===== config.mk =====
export PLATFORM = sky130hd
export DESIGN_NAME = gaussian_conv
export DESIGN_NICKNAME = d
export VERILOG_FILES = /design/src/rtl/gaussian_pkg.sv /design/src/rtl/gaussian_kernel_rom.sv /design/src/rtl/gaussian_conv.sv
export SDC_FILE = /design/constraint.sdc
export NUM_CORES = 1
export LEC_CHECK = 0
export CORE_MARGIN = 10
export CORE_UTILIZATION = 65
export CTS_CLUSTER_DIAMETER = 80
export CTS_CLUSTER_SIZE = 10
export DETAILED_ROUTE_END_ITERATION = 6
export PLACE_DENSITY = 0.95
export SETUP_SLACK_MARGIN = 0.5
export SLEW_MARGIN = 10
export SYNTH_ARGS = -nofsm -noshare
export SYNTH_HDL_FRONTEND = slang
export SYNTH_SLANG_ARGS = --single-unit

===== constraint.sdc =====
create_clock -name clk -period 18.48 [get_ports clk]
set_input_delay 5.544 -clock clk [delete_from_list [all_inputs] [get_ports clk]]
set_output_delay 5.544 -clock clk [all_outputs]
set_load 0.01 [all_outputs]

===== src/rtl/gaussian_pkg.sv =====
// Shared FSM state type and 1-D Gaussian weight tables for gaussian_conv.
// Each table sums to 16, so any separable 2-D product sums to 256.
package gaussian_pkg;

    typedef enum logic [2:0] {
        IDLE,
        READ,
        DRAIN,
        WRITE,
        DONE
    } state_t;

    localparam int unsigned WT_W = 5;

    // Entries are packed so that index 0 is the leftmost tap.
    localparam logic [4:0][WT_W-1:0] W_K1    = {5'd0, 5'd0, 5'd0, 5'd0, 5'd16};
    localparam logic [4:0][WT_W-1:0] W_K3_S1 = {5'd0, 5'd0, 5'd4, 5'd8, 5'd4};
    localparam logic [4:0][WT_W-1:0] W_K3_S2 = {5'd0, 5'd0, 5'd5, 5'd6, 5'd5};
    localparam logic [4:0][WT_W-1:0] W_K5_S1 = {5'd1, 5'd4, 5'd6, 5'd4, 5'd1};
    localparam logic [4:0][WT_W-1:0] W_K5_S2 = {5'd3, 5'd3, 5'd4, 5'd3, 5'd3};

endpackage


===== src/rtl/gaussian_kernel_rom.sv =====
// 1-D Gaussian weight lookup by sanitised kernel edge, sigma and tap index.
module gaussian_kernel_rom
    import gaussian_pkg::*;
(
    input  logic [2:0]      i_sigma,
    input  logic [2:0]      i_k,
    input  logic [2:0]      i_idx,
    output logic [WT_W-1:0] o_weight
);

    logic w_sharp;

    always_comb begin
        o_weight = '0;
        w_sharp  = (i_sigma <= 3'd1);
        case (i_k)
            3'd1:    o_weight = W_K1[i_idx];
            3'd3:    o_weight = w_sharp ? W_K3_S1[i_idx] : W_K3_S2[i_idx];
            3'd5:    o_weight = w_sharp ? W_K5_S1[i_idx] : W_K5_S2[i_idx];
            default: o_weight = '0;
        endcase
    end

endmodule


===== src/rtl/gaussian_conv.sv =====
// Streaming Gaussian blur: per output pixel, K*K edge-clamped reads of the
// source RAM, weighted accumulation, rounding and one write to the result RAM.
module gaussian_conv
    import gaussian_pkg::*;
#(
    parameter int unsigned MAX_KERNEL  = 5,
    parameter int unsigned X_MAX       = 400,
    parameter int unsigned Y_MAX       = 400,
    parameter int unsigned PIXEL_DEPTH = 8
) (
    input  logic                       clk,
    input  logic                       n_rst,
    input  logic                       new_trans,
    input  logic [$clog2(X_MAX)-1:0]   max_x,
    input  logic [$clog2(Y_MAX)-1:0]   max_y,
    input  logic [2:0]                 sigma,
    input  logic [7:0]                 kernel_size,
    output logic [$clog2(X_MAX):0]     x_addr_img,
    output logic [$clog2(Y_MAX):0]     y_addr_img,
    output logic                       ren_img,
    input  logic [PIXEL_DEPTH-1:0]     rdat_img,
    output logic [$clog2(X_MAX):0]     x_addr_conv,
    output logic [$clog2(Y_MAX):0]     y_addr_conv,
    output logic                       wen_conv,
    output logic [PIXEL_DEPTH-1:0]     wdat_conv,
    output logic                       pixel_done,
    output logic                       conv_done
);

    localparam int unsigned XW    = $clog2(X_MAX);
    localparam int unsigned YW    = $clog2(Y_MAX);
    localparam int unsigned XW1   = XW + 1;
    localparam int unsigned YW1   = YW + 1;
    localparam int unsigned KW    = $clog2(MAX_KERNEL + 1);
    localparam int unsigned PW    = 2 * WT_W;
    localparam int unsigned ACC_W = PIXEL_DEPTH + 9 + $clog2(MAX_KERNEL * MAX_KERNEL);

    state_t                 r_state, w_next;
    logic [2:0]             r_sigma;
    logic [KW-1:0]          r_k, r_dx, r_dy;
    logic [XW-1:0]          r_max_x, r_x;
    logic [YW-1:0]          r_max_y, r_y;
    logic [PW-1:0]          r_wt_d;
    logic                   r_wt_vld;
    logic [ACC_W-1:0]       r_acc;

    logic [7:0]             w_k_odd;
    logic [KW-1:0]          w_k_in, w_half;
    logic [2:0]             w_sigma_in;
    logic                   w_empty, w_last_col, w_last_tap, w_last_pix;
    logic [XW1-1:0]         w_sx, w_tx_raw;
    logic [YW1-1:0]         w_sy, w_ty_raw;
    logic [XW-1:0]          w_tx;
    logic [YW-1:0]          w_ty;
    logic [WT_W-1:0]        w_wx, w_wy;
    logic [PW-1:0]          w_wt;
    logic [ACC_W-1:0]       w_rnd, w_q;
    logic [PIXEL_DEPTH-1:0] w_res;

    // Kernel edge sanitising: 0 -> 1, even -> next lower odd, then cap.
    always_comb begin
        w_k_odd = kernel_size;
        if (kernel_size == 8'd0)
            w_k_odd = 8'd1;
        else if (!kernel_size[0])
            w_k_odd = kernel_size - 8'd1;
        w_k_in     = (w_k_odd > 8'(MAX_KERNEL)) ? KW'(MAX_KERNEL) : KW'(w_k_odd);
        w_sigma_in = (sigma == 3'd0) ? 3'd1 : sigma;
    end

    assign w_empty    = (max_x == '0) || (max_y == '0);
    assign w_last_col = (r_dx == r_k - KW'(1));
    assign w_last_tap = w_last_col && (r_dy == r_k - KW'(1));
    assign w_last_pix = (r_x == r_max_x - XW'(1)) && (r_y == r_max_y - YW'(1));
    assign w_half     = (r_k - KW'(1)) >> 1;

    // Tap coordinate is pos + idx - half; clamping against half first avoids signed math.
    always_comb begin
        w_sx     = {1'b0, r_x} + XW1'(r_dx);
        w_sy     = {1'b0, r_y} + YW1'(r_dy);
        w_tx_raw = w_sx - XW1'(w_half);
        w_ty_raw = w_sy - YW1'(w_half);
        if (w_sx < XW1'(w_half))
            w_tx = '0;
        else if (w_tx_raw >= {1'b0, r_max_x})
            w_tx = r_max_x - XW'(1);
        else
            w_tx = w_tx_raw[XW-1:0];
        if (w_sy < YW1'(w_half))
            w_ty = '0;
        else if (w_ty_raw >= {1'b0, r_max_y})
            w_ty = r_max_y - YW'(1);
        else
            w_ty = w_ty_raw[YW-1:0];
    end

    gaussian_kernel_rom u_rom_x (
        .i_sigma  (r_sigma),
        .i_k      (3'(r_k)),
        .i_idx    (3'(r_dx)),
        .o_weight (w_wx)
    );

    gaussian_kernel_rom u_rom_y (
        .i_sigma  (r_sigma),
        .i_k      (3'(r_k)),
        .i_idx    (3'(r_dy)),
        .o_weight (w_wy)
    );

    assign w_wt  = PW'(w_wx) * PW'(w_wy);
    assign w_rnd = r_acc + ACC_W'(128);
    assign w_q   = w_rnd >> 8;
    assign w_res = (w_q > ACC_W'(2 ** PIXEL_DEPTH - 1)) ? '1 : w_q[PIXEL_DEPTH-1:0];

    always_ff @(posedge clk) begin
        if (n_rst)
            r_state <= IDLE;
        else
            r_state <= w_next;
    end

    always_comb begin
        w_next      = r_state;
        ren_img     = 1'b0;
        x_addr_img  = '0;
        y_addr_img  = '0;
        wen_conv    = 1'b0;
        x_addr_conv = '0;
        y_addr_conv = '0;
        wdat_conv   = '0;
        pixel_done  = 1'b0;
        conv_done   = 1'b0;
        case (r_state)
            IDLE, DONE: begin
                conv_done = (r_state == DONE);
                if (new_trans)
                    w_next = w_empty ? DONE : READ;
            end
            READ: begin
                ren_img    = 1'b1;
                x_addr_img = XW1'(w_tx);
                y_addr_img = YW1'(w_ty);
                if (w_last_tap)
                    w_next = DRAIN;
            end
            DRAIN: w_next = WRITE;
            WRITE: begin
                wen_conv    = 1'b1;
                pixel_done  = 1'b1;
                x_addr_conv = XW1'(r_x);
                y_addr_conv = YW1'(r_y);
                wdat_conv   = w_res;
                w_next      = w_last_pix ? DONE : READ;
            end
            default: w_next = IDLE;
        endcase
    end

    // Weight is delayed one cycle to line up with the synchronous RAM read data.
    always_ff @(posedge clk) begin
        if (n_rst) begin
            r_sigma  <= '0;
            r_k      <= '0;
            r_max_x  <= '0;
            r_max_y  <= '0;
            r_x      <= '0;
            r_y      <= '0;
            r_dx     <= '0;
            r_dy     <= '0;
            r_wt_d   <= '0;
            r_wt_vld <= 1'b0;
            r_acc    <= '0;
        end else begin
            r_wt_vld <= (r_state == READ);
            r_wt_d   <= w_wt;
            if (r_wt_vld)
                r_acc <= r_acc + ACC_W'(rdat_img) * ACC_W'(r_wt_d);
            case (r_state)
                IDLE, DONE: begin
                    if (new_trans) begin
                        r_sigma <= w_sigma_in;
                        r_k     <= w_k_in;
                        r_max_x <= max_x;
                        r_max_y <= max_y;
                        r_x     <= '0;
                        r_y     <= '0;
                        r_dx    <= '0;
                        r_dy    <= '0;
                        r_acc   <= '0;
                    end
                end
                READ: begin
                    if (w_last_col) begin
                        r_dx <= '0;
                        r_dy <= r_dy + KW'(1);
                    end else begin
                        r_dx <= r_dx + KW'(1);
                    end
                end
                WRITE: begin
                    r_acc <= '0;
                    r_dx  <= '0;
                    r_dy  <= '0;
                    if (r_x == r_max_x - XW'(1)) begin
                        r_x <= '0;
                        r_y <= r_y + YW'(1);
                    end else begin
                        r_x <= r_x + XW'(1);
                    end
                end
                default: ;
            endcase
        end
    end

endmodule


=== Word-level counts from Yosys, hierarchy flattened ===
Memory sizes are Yosys's and may differ from the RTL's. A register that Yosys moved wholly into a read port is not among the register bits.
Cells that the tools add are included.

* Register bits: 84
* Bits in read-only memories: 400
* Input bits: 40
* Output and inout port bits: 52
* Word-level logic and storage cells: 150
* Memories: 10

{| class="wikitable"
|+ Memory list
! memory !! depth !! bits a word !! rd ports !! clocked after Yosys merged registers in !! wr ports !! line !! text
|-
| (name not given) || 8 || 5 || 1 || 1 || 0 || gaussian_kernel_rom.sv:18 || <nowiki>3'd3: o_weight = w_sharp ? W_K3_S1[i_idx] : W_K3_S2[i_idx];</nowiki>
|-
| (name not given) || 8 || 5 || 1 || 1 || 0 || gaussian_kernel_rom.sv:18 ||
|-
| (name not given) || 8 || 5 || 1 || 1 || 0 || gaussian_kernel_rom.sv:17 || <nowiki>3'd1: o_weight = W_K1[i_idx];</nowiki>
|-
| (name not given) || 8 || 5 || 1 || 1 || 0 || gaussian_kernel_rom.sv:17 ||
|-
| (name not given) || 8 || 5 || 1 || 1 || 0 || gaussian_kernel_rom.sv:19 || <nowiki>3'd5: o_weight = w_sharp ? W_K5_S1[i_idx] : W_K5_S2[i_idx];</nowiki>
|-
| (name not given) || 8 || 5 || 1 || 1 || 0 || gaussian_kernel_rom.sv:19 ||
|-
| +4 memories || n/a || n/a || n/a || n/a || n/a || n/a ||
|}

* $add $sub $neg: 14
* Multipliers: 2
* Magnitude comparators: 9
* Equal/unequal tests: 15
* Mux-type cells: 71
* Reductions and logical operators: 17

{| class="wikitable"
|+ Operators by type and width
! operator !! number
|-
| $mux W9 || 11
|-
| $mux W3 || 29
|-
| $mux W5 || 14
|-
| $mux W22 || 2
|-
| $pmux W22 S2 || 1
|-
| $pmux W9 S2 || 2
|-
| $mux W8 || 4
|-
| $pmux W5 S3 || 2
|-
| $add A22 B18 Y22 || 1
|-
| $add A22 B8 Y22 const B || 1
|-
| $add A9 B3 Y10 || 2
|-
| $ge A10 B9 Y1 || 2
|-
| $lt A10 B2 Y1 || 2
|-
| $sub A10 B2 Y10 || 2
|-
| $add A9 B1 Y9 const B || 2
|-
| $eq A9 B9 Y1 || 2
|-
| $logic_not A9 Y1 || 2
|-
| $mul A8 B10 Y18 || 1
|-
| $pmux W3 S3 || 2
|-
| $sub A9 B1 Y9 const B || 2
|-
| $gt A14 B8 Y1 const B || 1
|-
| $pmux W3 S4 || 1
|-
| $mul A5 B5 Y10 || 1
|-
| $eq A3 B2 Y1 const B || 3
|-
| other kinds (20) || 36
|}

=== Longest topological paths before layout ===
Gate-level depths: netlist (run 1).

* Depth after elaboration: 6
* Depth in mapped cells: 20
* Gate-level depth less buffers: 19

=== Cells and area by module ===
A second synthesis (run 1) with hierarchy kept.

* Cell total of the unflattened synthesis: 1,283
* Area total of the unflattened synthesis: 10,261.1 µm²

{| class="wikitable"
|+ Modules (own cells, without submodules)
! module !! instances !! cells an instance !! area an instance (µm²) !! seq. area each (µm²)
|-
| gaussian_conv || 1 || 1,238 || 9,937.0 || 1,681.6
|-
| gaussian_kernel_rom (u_rom_x) || 1 || 23 || 163.9 || 0.0
|-
| gaussian_kernel_rom (u_rom_y) || 1 || 22 || 160.2 || 0.0
|}

=== Worst setup path after synthesis (run 1) ===
OpenSTA, ideal clock, no wires.

* Kind: input port to flip-flop
* From: input port rdat_img[1]
* To: register r_acc[14]
* Library setup time: 0.062 ns
* Arrival: 9.749 ns
* Data required time: 18.418 ns
* Setup slack: 8.668 ns
* Stages: 17
* Path buffers: 1
* Cell sequence: clkbuf_1 > nand2_1 > fa_1 > inv_1 > fa_1 > inv_1 > fa_1 > fa_1 > inv_1 > ha_1 > o21ai_0 > o211ai_1 > a41oi_1 > nor2b_1 > o21ai_0 > or4b_2 > nand3_1

* Cells in the longest elaborated chain, start to end: 5

{| class="wikitable"
|+ Ends and longest elaborated chain
! what !! line !! text
|-
| start: declaration || gaussian_conv.sv:21 || <nowiki>input logic [PIXEL_DEPTH-1:0] rdat_img,</nowiki>
|-
| $mul A8 B10 Y18 (*) || gaussian_conv.sv:178 || <nowiki>r_acc <= r_acc + ACC_W'(rdat_img) * ACC_W'(r_wt_d);</nowiki>
|-
| $add A22 B18 Y22 (*) || gaussian_conv.sv:178 ||
|-
| $mux W22 (*) || gaussian_conv.sv:177 || <nowiki>if (r_wt_vld)</nowiki>
|-
| $mux W22 || gaussian_conv.sv:181 || <nowiki>if (new_trans) begin</nowiki>
|-
| $pmux W22 S2 (*) || gaussian_conv.sv:179 || <nowiki>case (r_state)</nowiki>
|-
| end signal: assignment || gaussian_conv.sv:178 ||
|-
| end: declaration || gaussian_conv.sv:45 || <nowiki>logic [ACC_W-1:0] r_acc;</nowiki>
|}

Every way passes the cells marked *; elsewhere a longest branch is shown, timed or not.
A chain may end at the register's enable or synchronous reset.

=== Worst setup path after layout (run 1) ===
* From: register r_k[0]
* To: output port y_addr_img[0]

* Cells in the longest elaborated chain, start to end: 6
* Elaborated cells between the ends (all ways): 7
* Classes of those cells: add/sub (2); order compare (2); mux (3)

{| class="wikitable"
|+ Ends and longest elaborated chain
! what !! line !! text
|-
| start: declaration || gaussian_conv.sv:40 || <nowiki>logic [KW-1:0] r_k, r_dx, r_dy;</nowiki>
|-
| start signal: assignment || gaussian_conv.sv:183 || <nowiki>r_k <= w_k_in;</nowiki>
|-
| $sub A3 B1 Y3 (*) || gaussian_conv.sv:75 || <nowiki>assign w_half = (r_k - KW'(1)) >> 1;</nowiki>
|-
| $sub A10 B2 Y10 || gaussian_conv.sv:82 || <nowiki>w_ty_raw = w_sy - YW1'(w_half);</nowiki>
|-
| $ge A10 B9 Y1 || gaussian_conv.sv:91 || <nowiki>else if (w_ty_raw >= {1'b0, r_max_y})</nowiki>
|-
| $mux W9 || gaussian_conv.sv:91 ||
|-
| $mux W9 (*) || gaussian_conv.sv:89 || <nowiki>if (w_sy < YW1'(w_half))</nowiki>
|-
| $mux W9 (*) || gaussian_conv.sv:134 || <nowiki>case (r_state)</nowiki>
|-
| end: declaration || gaussian_conv.sv:19 || <nowiki>output logic [$clog2(Y_MAX):0] y_addr_img,</nowiki>
|}

Marks and branches as above.

==> impl_metrics.tcl, run 1 <==
set metrics [dict create \
    yosys-top-cells-area "dfxtp_1, fa_1, ha_1" \
    area.growth.synth_to_final_pct 11.6 \
    seq_area_frac_synth_pct 18.5 \
    ys_types 80 \
    syn_area_per_cell_um2 8.05 \
    p_int_mw 0.571 \
    antenna_found_initial 1 \
    end_kind "output port" \
    critical_path_arrival_ns 5.81 \
    grt_max_degree 52 \
    setup_viol 0 \
    drtPass1Iterations 5 \
    die_area_um2 22000 \
    fp.coreArea_um2 16000 \
    synth_edf_count 0 \
    drt.antenna.violating_nets 0 \
    netlist_area_um2 10700 \
    grt_use_total_pct 25.4 \
    power_density_nw_per_um2 85.7 \
    portBuffers 86 \
    wl_per_cell_um 17.5 \
    drt_iter0_markers 814 \
    ys_dominant_reg_cell "dfxtp_1" \
    cpLargestDelayFamily "compound AO/OA/AOI/OAI gates" \
    critical_path.max_stage_delay_ns 0.63 \
    p_leak_nw 5.35 \
    finClkSkew_ns 0.0123 \
    slew_headroom_pct 28.0 \
    yosysTopAreaCell "dfxtp_1" \
    synth.yosys.warnings 0 \
    rsz0062_at_grt "no" \
    io_pins 92 \
    nNetsFinal 1599 \
    die_h_um 148 \
    yosysTopAreaCellShare_pct 18.5 \
    drive_above_1_share_pct 3.10 \
    clk_pin_slew_ns 0.07 \
    fmax_mhz 88.1 \
    crit_chain "inv_1 -> ha_1 -> xnor2_1 -> ha_1 -> a211o_1 -> mux2_2 -> a2bb2oi_1 -> xnor2_1 -> ha_1 -> a21o_1 -> a211oi_1 -> a21oi_1 -> a2111oi_2 -> buf_4 -> nor2_1 -> a211oi_1 -> clkdlybuf4s50_1" \
    cts_buffers 9 \
    synthArstFlopShare_pct 0 \
    htree_num_levels 3 \
    maxCapViolations 0 \
    swShare_pct 44.3 \
    vias 9830 \
    rows 46 \
    cts_setup_buffers 0 \
    critical_path.most_common_cell "ha_1" \
    cts.path.max_buffers 2 \
    yosysMostFrequentCell "inv_1" \
    cts-root-buf "clkbuf_16" \
    critPathBufInv 3 \
    grt_pass1_wl_mm 47.0 \
    worstPathMaxFanout 10 \
    crit_type "reg -> out" \
    drc 0 \
    vias_per_cell 6.13 \
    grt_overflow 0 \
    register_area_um2 1980 \
    worst_pin_slew_ns 1.07 \
    synth.ff_latch_count 99 \
    clock_latency_ns 0.37 \
    initial_core_util_pct 66.9 \
    cts_tree "built" \
    finalCriticalPeriod_ns 11.35 \
    synth_commonest_cells "inv_1, nand2_1, ha_1, dfxtp_1, nor2_1" \
    cts_resized 0 \
    hold_viol 0 \
    postSynthCellCount 1329 \
    fin_util_pct 74.7 \
    drv_slew 0 \
    ff2ff_setup_slack_ns 13.37 \
    pwr-share-clk_pct 18.7 \
    place_hpwl_mm 21.3 \
    cts.sinks 99 \
    vdd.ir_drop.worst_uv 58.1 \
    multiInputGateArea_um2 7850 \
    critPathRequiredTime_ns 12.94 \
    timing.final.crit_share_pct 61.4 \
    critPathSlowestCell "xnor2_1" \
    routed_wl_mm 28.1 \
    worstSetupStartpointType "flop" \
    final.fill_count 1100 \
    tns_ns 0 \
    gp_congestion 0.963 \
    grt_pass1_vias 10100 \
    comb_power_share_pct 52.9 \
    power_frac_seq_pct 28.4 \
    die_x_um 148 \
    p_sw_mw 0.454 \
    ctsHoldBuffers 0 \
    status "complete, no violations" \
    hold_path_class "reg -> reg" \
]
[kinds of logic after synthesis]
| logic type | Yosys count | synth area share, % |
|---|---|---|
| multiplexers | 34 | 3.19 |
| AND/OR/NAND/NOR | 470 | 22.3 |
| flip-flops | 99 | 18.5 |
| XOR/XNOR | 89 | 7.68 |
| other | 2 | 0.0702 |
| AO/OA/AOI/OAI | 229 | 13.7 |
| adder cells (fa/ha/maj) | 177 | 26.1 |
| buffers and inverters | 229 | 8.45 |
[per-layer routing]
| layer | track usage (%) | share of wire (%) | routed length, µm | up-vias |
|---|---|---|---|---|
| li1 | - | - | - | 4570 |
| met1 | 28.7 | 39 | 10900 | 4636 |
| met2 | 45.0 | 50 | 13900 | 499 |
| met3 | 4.49 | 7.3 | 2040 | 125 |
| met4 | 12.9 | 4.3 | 1220 | 0 |
| met5 | 0 | 0 | 0 | - |
[worst register-to-register path, delay by kind of cell (launching register included)]
family	cells	cell delay [ns]
AO/OA/AOI/OAI	4	1.20
XOR/XNOR	1	0.13
adder cells (fa/ha/maj)	5	2.51
buffers and inverters	3	0.16
flip-flops	1	0.53
AND/OR/NAND/NOR	3	0.50
[layout make-up]
cell class              count  share of cell area, %
multi-input cells        1007                   65.6
flip-flops and latches     99                   16.6
repair buffers             93                   7.60
inverters                 172                   5.40
clock buffers              13                   2.26
well taps                 216                   2.26
clock inverters             3                  0.220
diodes                      1                 0.0209
[stage by stage]
stage / hold WS, ns / worst slack (ns) / cells / area [µm²] / total power, mW
after floorplan: 0.436 / 8.67 / 1335 / 10700 / 0.679
after global placement: 0.445 / 7.72 / 1587 / 11700 / 0.791
after detailed placement: 0.450 / 7.56 / 1587 / 11700 / 0.817
after CTS: 0.460 / 7.15 / 1603 / 11900 / 1.01
after global routing: 0.508 / 6.82 / 1604 / 12000 / 1.09
final: 0.461 / 7.13 / 1604 / 12000 / 1.02
[layout by cell type, fill, tap and decap left out, types with 9 or more instances in the layout]
cell type        count
ha_1               100
nor2b_1             17
fa_1                77
nand2b_1            13
nor3b_1              9
nand2_1            135
a21o_1              13
nand3_1             25
o21ai_0             44
nor4_1              11
xnor2_1             59
clkbuf_16            9
inv_1              171
and3_1              31
and2_1              51
a211oi_1            20
dfxtp_1             99
mux2i_1             33
xor2_1              27
clkdlybuf4s50_1     85
nor2_1              96
nand4_1             15
a21oi_1             75
nor3_1              30
[power groups by stage]
| stage | clock network [mW] | registers, mW | logic (mW) |
|---|---|---|---|
| floorplan | 0 | 0.269 | 0.410 |
| detailed placement | 0 | 0.293 | 0.524 |
| finish | 0.191 | 0.291 | 0.542 |
| global route | 0.199 | 0.295 | 0.601 |
| CTS | 0.191 | 0.289 | 0.534 |
| global placement | 0 | 0.291 | 0.500 |
[worst paths after layout]
| kind | start | endpoint | cells after the start |
|---|---|---|---|
| setup / recovery | r_k[0]$_SDFFE_PP0P_ | y_addr_img[0] | 17 |
| hold / removal | r_max_y[6]$_SDFFE_PP0P_ | r_max_y[6]$_SDFFE_PP0P_ | 2 |
| setup reg to reg | r_wt_d[0]$_SDFF_PP0_ | r_acc[11]$_SDFF_PP0_ | 16 |
| hold reg to reg | r_max_y[6]$_SDFFE_PP0P_ | r_max_y[6]$_SDFFE_PP0P_ | 2 |
Note: power is estimated with default switching activity, not from simulation.
==> inputs of run 2 (changes only) <==
--- a/config.mk
+++ b/config.mk
@@ -6,11 +6,11 @@
 export NUM_CORES = 1
 export LEC_CHECK = 0
 export CORE_MARGIN = 10
-export CORE_UTILIZATION = 65
+export CORE_UTILIZATION = 60
 export CTS_CLUSTER_DIAMETER = 80
 export CTS_CLUSTER_SIZE = 10
 export DETAILED_ROUTE_END_ITERATION = 6
-export PLACE_DENSITY = 0.95
+export PLACE_DENSITY = 0.9
 export SETUP_SLACK_MARGIN = 0.5
 export SLEW_MARGIN = 10
 export SYNTH_ARGS = -nofsm -noshare
==> constraint.sdc (replaced) <==
create_clock -name clk -period 10.7 [get_ports clk]
set_input_delay 3.21 -clock clk [delete_from_list [all_inputs] [get_ports clk]]
set_output_delay 3.21 -clock clk [all_outputs]
set_load 0.01 [all_outputs]
==> run 2 against run 1 <==
First-iteration DRC count is 6.9% lower. Critical path depth decreased by 1. Total power increased by 71%. Sequential power up 72%. Design area is essentially flat. Combinational power increased by 70%. Wire length fell by 4.7%. Non-clock buffer count down 1. Global-route usage is 2.8 points lower. Clock power grew 70%. Sequential share of layout area is essentially flat. Final cell count is 0.44% higher. Critical path type unchanged. Critical endpoint is now x_addr_img[8]. Largest power group unchanged. Highest routed layer unchanged.
==> impl_metrics.tcl, run 2 (synthesis results as in run 1) <==
set metrics [dict create \
    htree_num_levels 3 \
    worstPathMaxFanout 9 \
    final_common_cell "inv_1" \
    crit_start "r_k[0]$_SDFFE_PP0P_" \
    grt_overflow 0 \
    power_frac_seq_pct 28.6 \
    critical_path_arrival_ns 5.75 \
    final_area_um2 12000 \
    hp-start "r_max_y[6]$_SDFFE_PP0P_" \
    drtPass1Iterations 7 \
    placed_area_um2 11700 \
    fin_util_pct 68.6 \
    antenna_cells 0 \
    pwr-share-clk_pct 18.5 \
    timing.final.crit_share_pct 83.7 \
    ff2ff_setup_slack_ns 5.62 \
    gp_congestion 0.953 \
    swShare_pct 44.3 \
    r2r_end "r_acc[14]$_SDFF_PP0_" \
    drive_above_1_share_pct 3.10 \
    rr_worst_depth 15 \
    cts_buffers 9 \
    hold_path_end "r_max_y[6]$_SDFFE_PP0P_" \
    cts_setup_buffers 0 \
    crit_type "reg -> out" \
    crit_chain "inv_1 -> ha_1 -> xnor2_1 -> ha_1 -> a211oi_1 -> mux2i_1 -> o22ai_1 -> xor2_1 -> ha_1 -> a21o_1 -> a211oi_1 -> o21a_1 -> o21a_1 -> nand2_1 -> a211oi_1 -> clkdlybuf4s50_1" \
    p_sw_mw 0.776 \
    critPathSlowestCell "a211oi_1" \
    grt_use_total_pct 22.6 \
    initial_core_util_pct 61.5 \
    drc 0 \
    critPathBufInv 2 \
    cts.path.max_buffers 2 \
    ctsHoldBuffers 0 \
    comb_power_share_pct 52.8 \
    die_area_um2 23600 \
    grt_pass1_wl_mm 45.5 \
    drt.antenna.violating_nets 0 \
    p_int_mw 0.974 \
    setup_viol 0 \
    io_pins 92 \
    cts_resized 0 \
    layout_common_cells "inv_1, nand2_1, ha_1" \
    vias_per_cell 5.90 \
    place_hpwl_mm 20.8 \
    fp.coreArea_um2 17400 \
    grt_max_degree 52 \
    worst_pin_slew_ns 1.07 \
    cts_tree "built" \
    area.growth.synth_to_final_pct 11.7 \
    wl_per_cell_um 16.6 \
    vdd.ir_drop.worst_uv 110 \
    die_h_um 154 \
    status "complete, no violations" \
    die_x_um 154 \
    maxCapViolations 0 \
    portBuffers 86 \
    drt_iter0_markers 758 \
    end_kind "output port" \
    vias 9501 \
    clk_pin_slew_ns 0.08 \
    cts-root-buf "clkbuf_16" \
    rsz0062_at_grt "no" \
    critPathRequiredTime_ns 7.49 \
    slew_headroom_pct 28.2 \
    nNetsFinal 1598 \
    fmax_mhz 112 \
    r2r-start "r_wt_d[4]$_SDFF_PP0_" \
    finClkSkew_ns 0.00794 \
    clock_latency_ns 0.36 \
    power_density_nw_per_um2 146 \
    routed_wl_mm 26.8 \
    worstSetupStartpointType "flop" \
    hold_viol 0 \
    p_leak_nw 5.33 \
    hold_path_class "reg -> reg" \
    drv_slew 0 \
    cts.sinks 99 \
    finalCriticalPeriod_ns 8.96 \
    grt_pass1_vias 9799 \
    tns_ns 0 \
    critical_path.max_stage_delay_ns 0.76 \
    hold_ws_ns 0.464 \
    antenna_found_initial 0 \
    rows 48 \
    min_path_cells 2 \
    cpLargestDelayFamily "compound AO/OA/AOI/OAI gates" \
]
==> run 2: changes by cell type in the layout (fill, tap and decap cells not counted) <==
cell / previous run / this run
clkinv_8: 0 / 1
clkinvlp_4: 0 / 3
buf_4: 7 / 6
clkbuf_8: 3 / 1
clkbuf_1: 1 / 0
diode_2: 1 / 0
inv_6: 3 / 1
inv_8: 0 / 1
==> run 2: layout make-up <==
cell class / count / area [µm²]
Clock buffer: 10 / 239
Clock inverter: 6 / 58.8
Fill cell: 1309 / 5460
Inverter: 172 / 646
Multi-Input combinational cell: 1007 / 7850
Sequential cell: 99 / 1980
Tap cell: 225 / 282
Timing Repair Buffer: 92 / 901
==> run 2: per-layer routing <==
| metal | global-route usage [%] | part of all wire (%) | vias up |
|---|---|---|---|
| li1 | - | - | 4569 |
| met1 | 26.2 | 41 | 4538 |
| met2 | 40.1 | 51 | 322 |
| met3 | 4.44 | 5.9 | 72 |
| met4 | 8.32 | 2.6 | 0 |
| met5 | 0 | 0 | - |
==> run 2: worst max-delay path by stage <==
stage	cells after the start	slack (ns)	end
floorplan	17	3.22	r_acc[14]$_SDFF_PP0_
global placement	16	2.36	x_addr_img[1]
detailed placement	16	2.22	x_addr_img[1]
CTS	16	1.78	x_addr_img[1]
global route	16	1.35	x_addr_img[1]
finish	16	1.74	x_addr_img[8]
==> run 2: power by group through the flow <==
stage	sequential [mW]	combinational, mW	clock, mW
after global placement	0.502	0.861	0
final	0.501	0.924	0.324
after CTS	0.497	0.915	0.328
after global routing	0.510	1.04	0.341
after detailed placement	0.505	0.901	0
after floorplan	0.464	0.709	0
==> run 2: tightest hold or removal path, cell delays in order (launching register included) <==
cell     delay, ns
dfxtp_1       0.31
nand2_1       0.05
a21oi_1       0.06
==> run 2: metrics by stage <==
step	std cells	power [mW]	worst slack (ns)
6_report	1611	1.75	1.74
5_1_grt	1611	1.89	1.35
4_1_cts	1611	1.74	1.78
3_5_place_dp	1595	1.41	2.22
3_3_place_gp	1595	1.36	2.36
2_1_floorplan	1335	1.17	3.22
==> inputs of run 3 (changes only) <==
==> constraint.sdc (replaced) <==
create_clock -name clk -period 8.4 [get_ports clk]
set_input_delay 2.52 -clock clk [delete_from_list [all_inputs] [get_ports clk]]
set_output_delay 2.52 -clock clk [all_outputs]
set_load 0.01 [all_outputs]
==> run 3 against run 2 <==
Worst setup slack lost 0.98 ns. Via count increased by 0.39%. Final cell count is 0.19% higher. Flip-flop and latch count is the same. Sequential share of layout area fell by 0.083 points. Die area did not move. Utilization increased by 0.43 points. Total power grew 29%.
==> impl_metrics.tcl, run 3 (synthesis results as in run 1) <==
set metrics [dict create \
    crit_type "reg -> out" \
    comb_power_share_pct 53.5 \
    wl_met1_mm 11.0 \
    wl_met3_mm 1.75 \
    drv_slew 0 \
    hold_path_class "reg -> reg" \
    setup_viol 0 \
    drc 0 \
    rsz0062_at_grt "no" \
    fmax_mhz 131 \
    end_kind "output port" \
    rr_worst_depth 15 \
    routed.top_layer "met4" \
    multiInputGateArea_um2 7890 \
    drtPass1Iterations 5 \
    status "complete, no violations" \
    portBuffers 86 \
    worstSetupStartpointType "flop" \
    cts_buffers 9 \
    die_area_um2 23600 \
    grt_max_degree 52 \
    worstPathMaxFanout 7 \
    p_int_mw 1.25 \
    critPathRequiredTime_ns 5.88 \
    total_power_mw 2.25 \
    critical_path_arrival_ns 5.11 \
    finClkSkew_ns 0.00640 \
    final_cells 1614 \
    fp.coreArea_um2 17400 \
    maxCapViolations 0 \
    final.fill_count 1276 \
    grt_pass1_wl_mm 45.5 \
    worst_pin_slew_ns 1.13 \
    crit_chain "buf_4 -> ha_1 -> fa_1 -> ha_1 -> a211o_1 -> mux2_2 -> a2bb2oi_1 -> xnor2_1 -> ha_1 -> a21o_1 -> a211oi_1 -> a21oi_1 -> a2111oi_4 -> buf_6 -> mux2i_1 -> nor2_1 -> clkdlybuf4s50_1" \
    cts_tree "built" \
    die_x_um 154 \
    antenna_found_initial 0 \
    antenna_cells 0 \
    ctsHoldBuffers 0 \
    swShare_pct 44.5 \
    drt_iter0_markers 786 \
    grt_pass1_vias 9692 \
    layout_common_cells "inv_1, nand2_1, ha_1" \
    die_h_um 154 \
    layout_setup_ws_ns 0.769 \
    cts-root-buf "clkbuf_16" \
    gp_congestion 0.947 \
    grt_use_total_pct 22.5 \
    placed_cells 1597 \
    dr_wl_met2_mm 13.2 \
    drive_above_1_share_pct 3.74 \
    initial_core_util_pct 61.5 \
    register_area_um2 1980 \
    final_common_cell "inv_1" \
    vias_per_cell 5.91 \
    critical_path.max_stage_delay_ns 0.56 \
    vias 9538 \
    io_pins 92 \
    place_hpwl_mm 20.8 \
    wl_per_cell_um 16.6 \
    area.growth.synth_to_final_pct 12.4 \
    pwr-share-clk_pct 18.1 \
    p_sw_mw 1.00 \
    timing.final.crit_share_pct 90.8 \
    vdd.ir_drop.worst_uv 136 \
    tns_ns 0 \
    drt.antenna.violating_nets 0 \
    p_leak_nw 5.40 \
    grt_overflow 0 \
    power_frac_seq_pct 28.4 \
    min_path_cells 2 \
    rows 48 \
    clk_pin_slew_ns 0.07 \
    routed_wl_mm 26.7 \
    nNetsFinal 1601 \
    hold_viol 0 \
    critPathSlowestCell "fa_1" \
    finalCriticalPeriod_ns 7.63 \
    power_density_nw_per_um2 187 \
    htree_num_levels 3 \
    clock_latency_ns 0.35 \
    preCtsSetupSlack_ns 0.665 \
    cts.path.max_buffers 2 \
    slew_headroom_pct 23.7 \
    critical_path.most_common_cell "ha_1" \
    cts.sinks 99 \
]
-- run 3: cell types whose count changed in the layout (fill, tap and decap cells not counted), moves of 2 or more --
cell	previous run	this run
dfxtp_2	0	2
dfxtp_1	99	97
clkdlybuf4s50_1	85	83
clkinv_4	0	2
a211oi_1	20	17
a211oi_2	1	3
buf_4	6	8
dlymetal6s2s_1	0	2
-- run 3: power by group through the flow --
stage,Sequential [mW],Combinational (mW),Clock [mW]
finish,0.640,1.20,0.407
CTS,0.634,1.18,0.411
global route,0.649,1.34,0.431
global placement,0.640,1.10,0
detailed placement,0.643,1.15,0
floorplan,0.591,0.903,0
-- run 3: layout make-up --
class	count	area share, %
clock buffer	9	1.87
clock inverter	7	0.593
inverter	172	5.37
multi-input combinational	1007	65.6
sequential	99	16.5
tap	225	2.34
timing repair buffer	95	7.75
-- run 3: routing by layer --
layer,vias up,GRT usage (%)
met5,-,0
met4,0,7.60
met3,70,4.66
met2,344,38.8
met1,4550,27.1
li1,4574,-
-- run 3: timing repair --
item,4_1_cts,5_1_grt
gates cloned,0,0
buffers inserted,0,1
resized for setup,2,9
pin swaps,0,1
endpoints found under the setup margin,12,18
-- run 3: worst paths after layout --
kind                                              start                       to  slack [ns]
worst min-delay path            r_max_y[6]$_SDFFE_PP0P_  r_max_y[6]$_SDFFE_PP0P_        0.46
worst max register to register     r_wt_d[3]$_SDFF_PP0_     r_acc[14]$_SDFF_PP0_        3.26
worst max-delay path                r_y[0]$_SDFFE_PP0P_            y_addr_img[3]        0.77
worst min register to register  r_max_y[6]$_SDFFE_PP0P_  r_max_y[6]$_SDFFE_PP0P_        0.46
-- run 3: stage by stage --
| step | hold slack, ns | cell area (µm²) | utilization [%] |
|---|---|---|---|
| floorplan | 0.436 | 10700 | - |
| detailed placement | 0.454 | 11700 | 67.0 |
| global route | 0.481 | 12000 | 69.1 |
| finish | 0.465 | 12000 | 69.1 |
| global placement | 0.447 | 11700 | 67.0 |
| CTS | 0.464 | 12000 | 68.8 |
-- run 3: critical path: cells and delay by family, from the launching register on --
family | cells | cell delay (ns)
flip-flops | 1 | 0.30
XOR/XNOR | 1 | 0.18
AND/OR/NAND/NOR | 1 | 0.06
AO/OA/AOI/OAI | 6 | 1.50
multiplexers | 2 | 0.52
buffers and inverters | 3 | 0.88
adder cells (fa/ha/maj) | 4 | 1.31
